`src/rtl/calc_pkg.sv`:
```
// Shared types and key codes for the calculator entry path.
// Key codes come from grid_cursor; op_t values are what the external ALU decodes.
package calc_pkg;

    localparam logic [4:0] KEY_ADD = 5'h10;
    localparam logic [4:0] KEY_MUL = 5'h11;
    localparam logic [4:0] KEY_AND = 5'h12;
    localparam logic [4:0] KEY_EXE = 5'h13;
    localparam logic [4:0] KEY_SUB = 5'h14;
    localparam logic [4:0] KEY_OR  = 5'h15;
    localparam logic [4:0] KEY_CE  = 5'h16;
    localparam logic [4:0] KEY_CLR = 5'h17;

    typedef enum logic [2:0] {
        OP_ADD = 3'd0,
        OP_SUB = 3'd1,
        OP_MUL = 3'd2,
        OP_AND = 3'd3,
        OP_OR  = 3'd4
    } op_t;

    typedef enum logic [2:0] {
        S_A    = 3'd0,
        S_OP   = 3'd1,
        S_B    = 3'd2,
        S_EXEC = 3'd3,
        S_WAIT = 3'd4,
        S_SHOW = 3'd5
    } state_t;

endpackage

```
`src/rtl/calc_key_decode.sv`:
```
// Combinational classification of a 5-bit key code into digit / operator / control flags.
// Codes 0x18-0x1F raise no flag at all, so the controller ignores them.
module calc_key_decode
    import calc_pkg::*;
(
    input  logic [4:0] key_val,
    output logic       is_digit,
    output logic [3:0] digit,
    output logic       is_op,
    output op_t        op,
    output logic       is_exe,
    output logic       is_ce,
    output logic       is_clr
);

    always_comb begin
        is_digit = 1'b0;
        digit    = key_val[3:0];
        is_op    = 1'b0;
        op       = OP_ADD;
        is_exe   = 1'b0;
        is_ce    = 1'b0;
        is_clr   = 1'b0;
        if (!key_val[4]) begin
            is_digit = 1'b1;
        end else begin
            case (key_val)
                KEY_ADD: begin is_op = 1'b1; op = OP_ADD; end
                KEY_SUB: begin is_op = 1'b1; op = OP_SUB; end
                KEY_MUL: begin is_op = 1'b1; op = OP_MUL; end
                KEY_AND: begin is_op = 1'b1; op = OP_AND; end
                KEY_OR:  begin is_op = 1'b1; op = OP_OR;  end
                KEY_EXE: is_exe = 1'b1;
                KEY_CE:  is_ce  = 1'b1;
                KEY_CLR: is_clr = 1'b1;
                default: ;
            endcase
        end
    end

endmodule

```
`src/rtl/calc_entry_ctrl.sv`:
```
// Calculator entry controller: builds A, op and B from key presses, hands them to an
// external ALU over valid/ready, captures the result into A and drives the display value.
module calc_entry_ctrl
    import calc_pkg::*;
#(
    parameter  int DIGITS = 4,
    localparam int W      = 4 * DIGITS
) (
    input  logic         clk,
    input  logic         rst,
    input  logic [4:0]   key_val,
    input  logic         key_press,
    output logic [W-1:0] op_a,
    output logic [W-1:0] op_b,
    output logic [2:0]   op_code,
    output logic         op_valid,
    input  logic         op_ready,
    input  logic         res_valid,
    input  logic [W-1:0] res_data,
    output logic         busy,
    output logic [W-1:0] disp_val,
    output logic [2:0]   state_o
);

    localparam int            CW       = $clog2(DIGITS + 1);
    localparam logic [CW-1:0] DIGITS_C = CW'(DIGITS);

    state_t        state_q;
    logic [W-1:0]  a_q, b_q;
    logic [CW-1:0] cnt_a_q, cnt_b_q;
    op_t           op_q;
    logic          op_valid_q, busy_q;

    logic          is_digit, is_op, is_exe, is_ce, is_clr;
    logic [3:0]    digit;
    op_t           dec_op;
    logic [W-1:0]  a_shift_d, b_shift_d;

    calc_key_decode u_dec (
        .key_val  (key_val),
        .is_digit (is_digit),
        .digit    (digit),
        .is_op    (is_op),
        .op       (dec_op),
        .is_exe   (is_exe),
        .is_ce    (is_ce),
        .is_clr   (is_clr)
    );

    assign a_shift_d = {a_q[W-5:0], digit};
    assign b_shift_d = {b_q[W-5:0], digit};

    always_ff @(posedge clk) begin
        if (!rst) begin
            state_q    <= S_A;
            a_q        <= '0;
            b_q        <= '0;
            cnt_a_q    <= '0;
            cnt_b_q    <= '0;
            op_q       <= OP_ADD;
            op_valid_q <= 1'b0;
            busy_q     <= 1'b0;
        end else begin
            case (state_q)
                S_A: if (key_press) begin
                    if (is_digit) begin
                        if (cnt_a_q != DIGITS_C) begin
                            a_q     <= a_shift_d;
                            cnt_a_q <= cnt_a_q + CW'(1);
                        end
                    end else if (is_op) begin
                        op_q    <= dec_op;
                        state_q <= S_OP;
                    end else if (is_ce || is_clr) begin
                        a_q     <= '0;
                        cnt_a_q <= '0;
                    end
                end
                S_OP: if (key_press) begin
                    if (is_op) begin
                        op_q <= dec_op;
                    end else if (is_digit) begin
                        b_q     <= {{(W-4){1'b0}}, digit};
                        cnt_b_q <= CW'(1);
                        state_q <= S_B;
                    end else if (is_ce) begin
                        state_q <= S_A;
                    end else if (is_clr) begin
                        a_q     <= '0;
                        b_q     <= '0;
                        cnt_a_q <= '0;
                        cnt_b_q <= '0;
                        op_q    <= OP_ADD;
                        state_q <= S_A;
                    end
                end
                // Operator keys are deliberately ignored here: no chained expressions.
                S_B: if (key_press) begin
                    if (is_digit) begin
                        if (cnt_b_q != DIGITS_C) begin
                            b_q     <= b_shift_d;
                            cnt_b_q <= cnt_b_q + CW'(1);
                        end
                    end else if (is_exe) begin
                        state_q    <= S_EXEC;
                        op_valid_q <= 1'b1;
                        busy_q     <= 1'b1;
                    end else if (is_ce) begin
                        b_q     <= '0;
                        cnt_b_q <= '0;
                        state_q <= S_OP;
                    end else if (is_clr) begin
                        a_q     <= '0;
                        b_q     <= '0;
                        cnt_a_q <= '0;
                        cnt_b_q <= '0;
                        op_q    <= OP_ADD;
                        state_q <= S_A;
                    end
                end
                // A fast ALU may return its result on the accepting edge; skip S_WAIT then.
                S_EXEC: if (op_ready) begin
                    op_valid_q <= 1'b0;
                    if (res_valid) begin
                        a_q     <= res_data;
                        cnt_a_q <= '0;
                        state_q <= S_SHOW;
                        busy_q  <= 1'b0;
                    end else begin
                        state_q <= S_WAIT;
                    end
                end
                S_WAIT: if (res_valid) begin
                    a_q     <= res_data;
                    cnt_a_q <= '0;
                    state_q <= S_SHOW;
                    busy_q  <= 1'b0;
                end
                S_SHOW: if (key_press) begin
                    if (is_digit) begin
                        a_q     <= {{(W-4){1'b0}}, digit};
                        cnt_a_q <= CW'(1);
                        state_q <= S_A;
                    end else if (is_op) begin
                        op_q    <= dec_op;
                        state_q <= S_OP;
                    end else if (is_ce || is_clr) begin
                        a_q     <= '0;
                        cnt_a_q <= '0;
                        state_q <= S_A;
                    end
                end
                default: begin
                    state_q    <= S_A;
                    op_valid_q <= 1'b0;
                    busy_q     <= 1'b0;
                end
            endcase
        end
    end

    assign op_a     = a_q;
    assign op_b     = b_q;
    assign op_code  = op_q;
    assign op_valid = op_valid_q;
    assign busy     = busy_q;
    assign state_o  = state_q;
    assign disp_val = (state_q == S_B || state_q == S_EXEC || state_q == S_WAIT) ? b_q : a_q;

endmodule

```
`config.mk`:
```
export PLATFORM = sky130hd
export DESIGN_NAME = calc_entry_ctrl
export DESIGN_NICKNAME = d
export VERILOG_FILES = /design/src/rtl/calc_pkg.sv /design/src/rtl/calc_key_decode.sv /design/src/rtl/calc_entry_ctrl.sv
export SDC_FILE = /design/constraint.sdc
export NUM_CORES = 1
export LEC_CHECK = 0
export CAP_MARGIN = 20
export CORE_AREA = 5 5 84 78
export CTS_BUF_LIST = sky130_fd_sc_hd__clkbuf_16
export CTS_CLUSTER_DIAMETER = 200
export DETAILED_ROUTE_END_ITERATION = 12
export DIE_AREA = 0 0 89 83
export GPL_TIMING_DRIVEN = 0
export PLACE_DENSITY_LB_ADDON = 0.08
export SLEW_MARGIN = 0
export SYNTH_ARGS = -nofsm -noshare
export SYNTH_HDL_FRONTEND = slang
export SYNTH_SLANG_ARGS = --single-unit
```
`constraint.sdc`:
```
create_clock -name clk -period 3.8 [get_ports clk]
set_input_delay 0.76 -clock clk [delete_from_list [all_inputs] [get_ports clk]]
set_output_delay 0.76 -clock clk [all_outputs]
set_load 0.02 [all_outputs]
```
Word level (Yosys, flattened, before mapping)
Cells that the tools add are included.

cells by class
  equal/unequal tests = 37
  reduce and logical (&&, ||, !) cells = 17
  muxes and demuxes = 109
  $add $sub $neg = 2
  bitwise operators = 2

operators with widths
  kind                                                                     count
  16-bit two-way mux                                                       28
  3-bit two-way mux                                                        57
  16-bit one-hot mux with 6 select lines                                   1
  5-bit equality test, second input constant                               8
  3-bit one-hot mux with 6 select lines                                    2
  16-bit one-hot mux with 2 select lines                                   1
  2-bit inequality test, second input constant                             13
  11-bit AND reduction                                                     2
  3-bit inequality test, second input constant                             7
  1-bit two-way mux                                                        15
  3-bit one-hot mux with 4 select lines                                    1
  5-bit AND reduction                                                      2
  3-bit one-hot mux with 3 select lines                                    1
  9-bit AND reduction                                                      1
  7-bit AND reduction                                                      1
  3-bit by 1-bit adder with 3-bit output, second input constant            2
  3-bit by 2-bit equality test with 1-bit output, second input constant    2
  3-bit equality test, second input constant                               2
  2-bit by 1-bit inequality test with 1-bit output, second input constant  3
  3-bit one-hot mux with 2 select lines                                    1
  6-bit nonzero test                                                       1
  5-bit OR reduction                                                       1
  4-bit inequality test, second input constant                             1
  1-bit one-hot mux with 4 select lines                                    1
  10 further kinds                                                         13

word-level totals
  bits in registers = 46
  output and inout port bits = 56
  input bits = 26

Logic depth before layout (Yosys ltp)
  word-level depth = 9
  mapped depth = 8
  mapped depth without buffers = 7

Modules after synthesis
Synthesis repeated with hierarchy kept, for this count alone.

unflattened totals
  cell total of the unflattened synthesis = 402
  area total of the unflattened synthesis = 3263.1 µm²

by module, submodules not included
  module           times used  area each (µm²)  cells each
  calc_entry_ctrl  1           3144.3           384
  calc_key_decode  1           118.9            18

Worst setup path before layout
OpenSTA, ideal clock, no wires.

  kind = register -> output
  from = register state_q[0], in the netlist state_o[0]
  to = output port disp_val[10]
  stages on the path, launching flop included = 7
  arrival = 1892 ps
  slack = 1148 ps
  data required time = 3040 ps
  buffers on the path = 3
  path through = dfxtp_1 buf_2 buf_4 nor2_2 a21oi_2 buf_2 mux2_1

on the way
  cells in the longest elaborated chain, start to end = 4
  elaborated cells on any way between the ends = 6
  classes of those cells = 3 x eq/ne; 1 x mux; 2 x reduce/logical

RTL lines
  item                                            RTL line                text
  from (decl)                                     calc_entry_ctrl.sv:28   state_t state_q;
  from (signal assigned)                          calc_entry_ctrl.sv:55   state_q <= S_A;
  from (signal assigned)                          calc_entry_ctrl.sv:73   state_q <= S_OP;
  from (signal assigned)                          calc_entry_ctrl.sv:85   state_q <= S_B;
  3-bit by 2-bit equality test with 1-bit output  calc_entry_ctrl.sv:168  assign disp_val = (state_q == S_B || state_q == S_EXEC || state_q == S_WAIT) ? b_q : a_q;
  1-bit logical OR                                calc_entry_ctrl.sv:168
  1-bit logical OR (*)                            calc_entry_ctrl.sv:168
  16-bit two-way mux (*)                          calc_entry_ctrl.sv:168
  to (decl)                                       calc_entry_ctrl.sv:21   output logic [W-1:0] disp_val,

Every way passes the cells marked *; elsewhere a longest branch is shown, timed or not.

Final worst setup path
  from = register state_q[0], in the netlist state_o[0]
  to = output port disp_val[6]

Same word-level chain as after synthesis.

==> run_results.csv <==
group,metric,value,unit
placement,dp_hpwl,6.83,mm
final_layout,layout-area-overhead-vs-synth,37.5,%
power_and_ir_drop,clockPowerShare,41.7,%
power_and_ir_drop,p_int,878,uW
setup_path,path_max_fanout,10,
sta,setup_viol,0,
floorplan,die_x,89,microns
yosys,netlist_top_cells_area,"dfxtp_1, a22o_1, o2bb2ai_1",
run_status,status,"finished clean",
final_layout,mostFrequentLayoutCell,"clkdlybuf4s50_1",
global_routing,first_global_vias,2808,
placement,port_buffers,79,
setup_path,cpMostUsedCell,"buf_2",
final_layout,diodes,0,
global_routing,grt-ovfl-total,0,
power_and_ir_drop,p_per_area,309,mW/mm^2
sta,worst_pin_slew,0.651,ns
floorplan,die_area,0.00739,sq mm
route,ant_nets,0,
clock_network,htreeDepth,2,
clock_network,cts.sinks,46,
placement,pre_cts_ws,0.539,ns
yosys,synth_top_area_cell,"dfxtp_1",
clock_network,cts_root_buf,"clkbuf_16",
power_and_ir_drop,leakagePower,0.00139,uW
setup_path,max_stage_delay,0.54,ns
global_routing,grt_max_degree,14,
route,detail_route.iter0.violations,374,
setup_path,slowest_stage,"clkdlybuf4s50_1",
sta,final.min_clock_period,3.61,ns
route,drtPass1Iterations,5,
route,vias,2937,
clock_network,worstSkewPairLatency,0.29,ns
route,drc_errors,0,
sta,tns,0,ns
power_and_ir_drop,total_power,1180,uW
clock_network,cts_resized,0,
yosys,ys_seq_area_share,33.2,%
clock_network,postCtsHoldBufs,0,
final_layout,nets,425,
yosys,syn-num-nets,339,
sta,layout_setup_ws,0.191,ns
final_layout,layout-drive-gt1-share,10.9,%
clock_network,clk_pin_slew_worst_paths,0.07,ns
yosys,synth_area,0.00277,sq mm
floorplan,die_h,83,microns
min_path,hp-class,"flop to flop",
yosys,syn_avg_cell_area,8.98,sq um
power_and_ir_drop,p_seq_share,42.6,%
clock_network,cts_made_buffers,5,
global_routing,grt_pass1_wl,14.9,mm
placement,gp_congestion,0.997,
route,wl_per_cell,19.9,microns
min_path,hold_depth,2,
yosys,ys_warn_count,0,
yosys,ys_ff_latch,46,
global_routing,antenna_found_initial,0,
sta,finClkSkew,0.00798,ns
setup_path,r2r_cells,7,
yosys,synthCells,309,
floorplan,num_rows,26,
floorplan,core-area,0.00556,sq mm
yosys,synth.distinct_cells,71,
final_layout,fillCellCount,454,
power_and_ir_drop,p_switching,301,uW
yosys,synth_top_area_share,33.2,%
final_layout,post-route-util,68.6,%
sta,fmax,277,MHz
job,drv_cap,0,
yosys,synth-edff-count,0,
power_and_ir_drop,pwr-share-comb,15.7,%
power_and_ir_drop,ir_worst_vdd,235,uV
global_routing,grt_use_total,25.5,%
route,wl,9.26,mm
sta,hold_viol,0,
setup_path,cp-start-kind,"flop",
clock_network,cts_tree,"yes",
sta,post-route-period-util,95.0,%
sta,rsz0062_at_grt,"no",
floorplan,io_pins,82,
yosys,ys.flop_type,"dfxtp_1",
sta,report.final.slew_viol_count,0,
route,vias_per_cell,6.30,
setup_path,crit_path_cell_trace,"buf_2 -> buf_4 -> nor2_2 -> a21oi_2 -> buf_2 -> mux2_1 -> clkdlybuf4s50_1",
setup_path,cp-end-kind,"output pin",
setup_path,path_class,"flop to output pin",
clock_network,cts_buffer_depth,2,
setup_path,worstPathRequired,3.04,ns
sta,hold_ws,0.464,ns
final_layout,final_cell_mix,"clkdlybuf4s50_1, dfxtp_1, nand2_1",
power_and_ir_drop,sw_frac_of_total,25.5,%
sta,relSlewSlack,56.3,%
clock_network,post_cts_buffers,0,
yosys,async_flop_share,0,%
floorplan,initial_core_util,49.9,%
setup_path,worstPathArrival,2.85,ns
cell families after synthesis:
logic type	synth area share [%]
AOI/OAI and AO/OA	32.9
and+or+nand+nor	16.3
DFF	33.2
buffers and inverters	6.18
muxes	8.30
xor gates and xnor gates	1.26
adders and majority gates	1.80
final cells by class:
cell class,count,area [sq um],area share [%]
Multi-Input combinational cell,228,1680,44.1
Sequential cell,46,921,24.1
Timing Repair Buffer,79,791,20.7
Buffer,25,131,3.44
Clock buffer,5,125,3.28
Tap cell,70,87.6,2.30
Inverter,10,40.0,1.05
Clock inverter,3,37.5,0.984
cell usage after synthesis, types with 3 or more instances:
cell type  number
mux2i_1         5
clkbuf_1        7
a21oi_1        18
o2bb2ai_1      13
xnor2_1         4
a31oi_1         4
nand4_1         3
nor3_1          6
a32o_1          5
or3_1           4
nand3b_1        3
ha_1            4
inv_1           7
a22o_1         14
and3_1          3
o21ai_0        12
mux2_1         10
mux2_2          6
nor2_1         17
dfxtp_1        46
nand2b_1        5
a2111oi_0       3
nor2b_1         5
a22oi_1        13
nand3_1         5
buf_2          14
nand2_1        19
power by group through the flow:
stage                     Sequential [uW]  Clock (uW)  Combinational (uW)
final                                 503         491                 185
after global routing                  504         515                 199
after CTS                             502         496                 183
after detailed placement              513           0                 181
after global placement                512           0                 180
after floorplan                       518           0                98.1
sequential cells by signal (all words and copies together), names as in the netlist:
name	flops
cnt_a_q	3
op_a	16
busy	1
op_code	3
state_o	3
cnt_b_q	3
op_valid	1
op_b	16
worst max-delay path, delay by kind of cell (launching register included):
| family | cells | cell delay (ns) |
|---|---|---|
| simple gates | 1 | 0.09 |
| flops | 1 | 0.37 |
| buf+inv | 4 | 1.31 |
| compound gates | 1 | 0.41 |
| mux | 1 | 0.36 |
stage by stage:
step / instance area [sq um] / std cells
final: 3810 / 466
after global routing: 3810 / 466
after CTS: 3810 / 466
after detailed placement: 3650 / 458
after global placement: 3650 / 458
after floorplan: 2770 / 309
routing by layer:
| layer | vias up | share of wire, % | track usage, % | wire length, microns |
|---|---|---|---|---|
| met5 | - | 0 | 0 | 0 |
| met2 | 142 | 44 | 37.0 | 4040 |
| li1 | 1364 | - | - | - |
| met1 | 1421 | 47 | 38.0 | 4330 |
| met3 | 10 | 8.5 | 5.35 | 784 |
| met4 | 0 | 1.2 | 6.90 | 115 |
final timing paths:
path	start	to	slack (ns)
worst max-delay path	state_o[0]$_SDFFE_PN0P_	disp_val[6]	0.19
worst min-delay path	op_code[2]$_SDFFE_PN0P_	op_code[2]$_SDFFE_PN0P_	0.46
worst max register to register	state_o[1]$_SDFFE_PN0P_	op_a[14]$_SDFFE_PN0P_	1.49
worst min register to register	op_code[2]$_SDFFE_PN0P_	op_code[2]$_SDFFE_PN0P_	0.46
(Power assumes the default switching activity.)
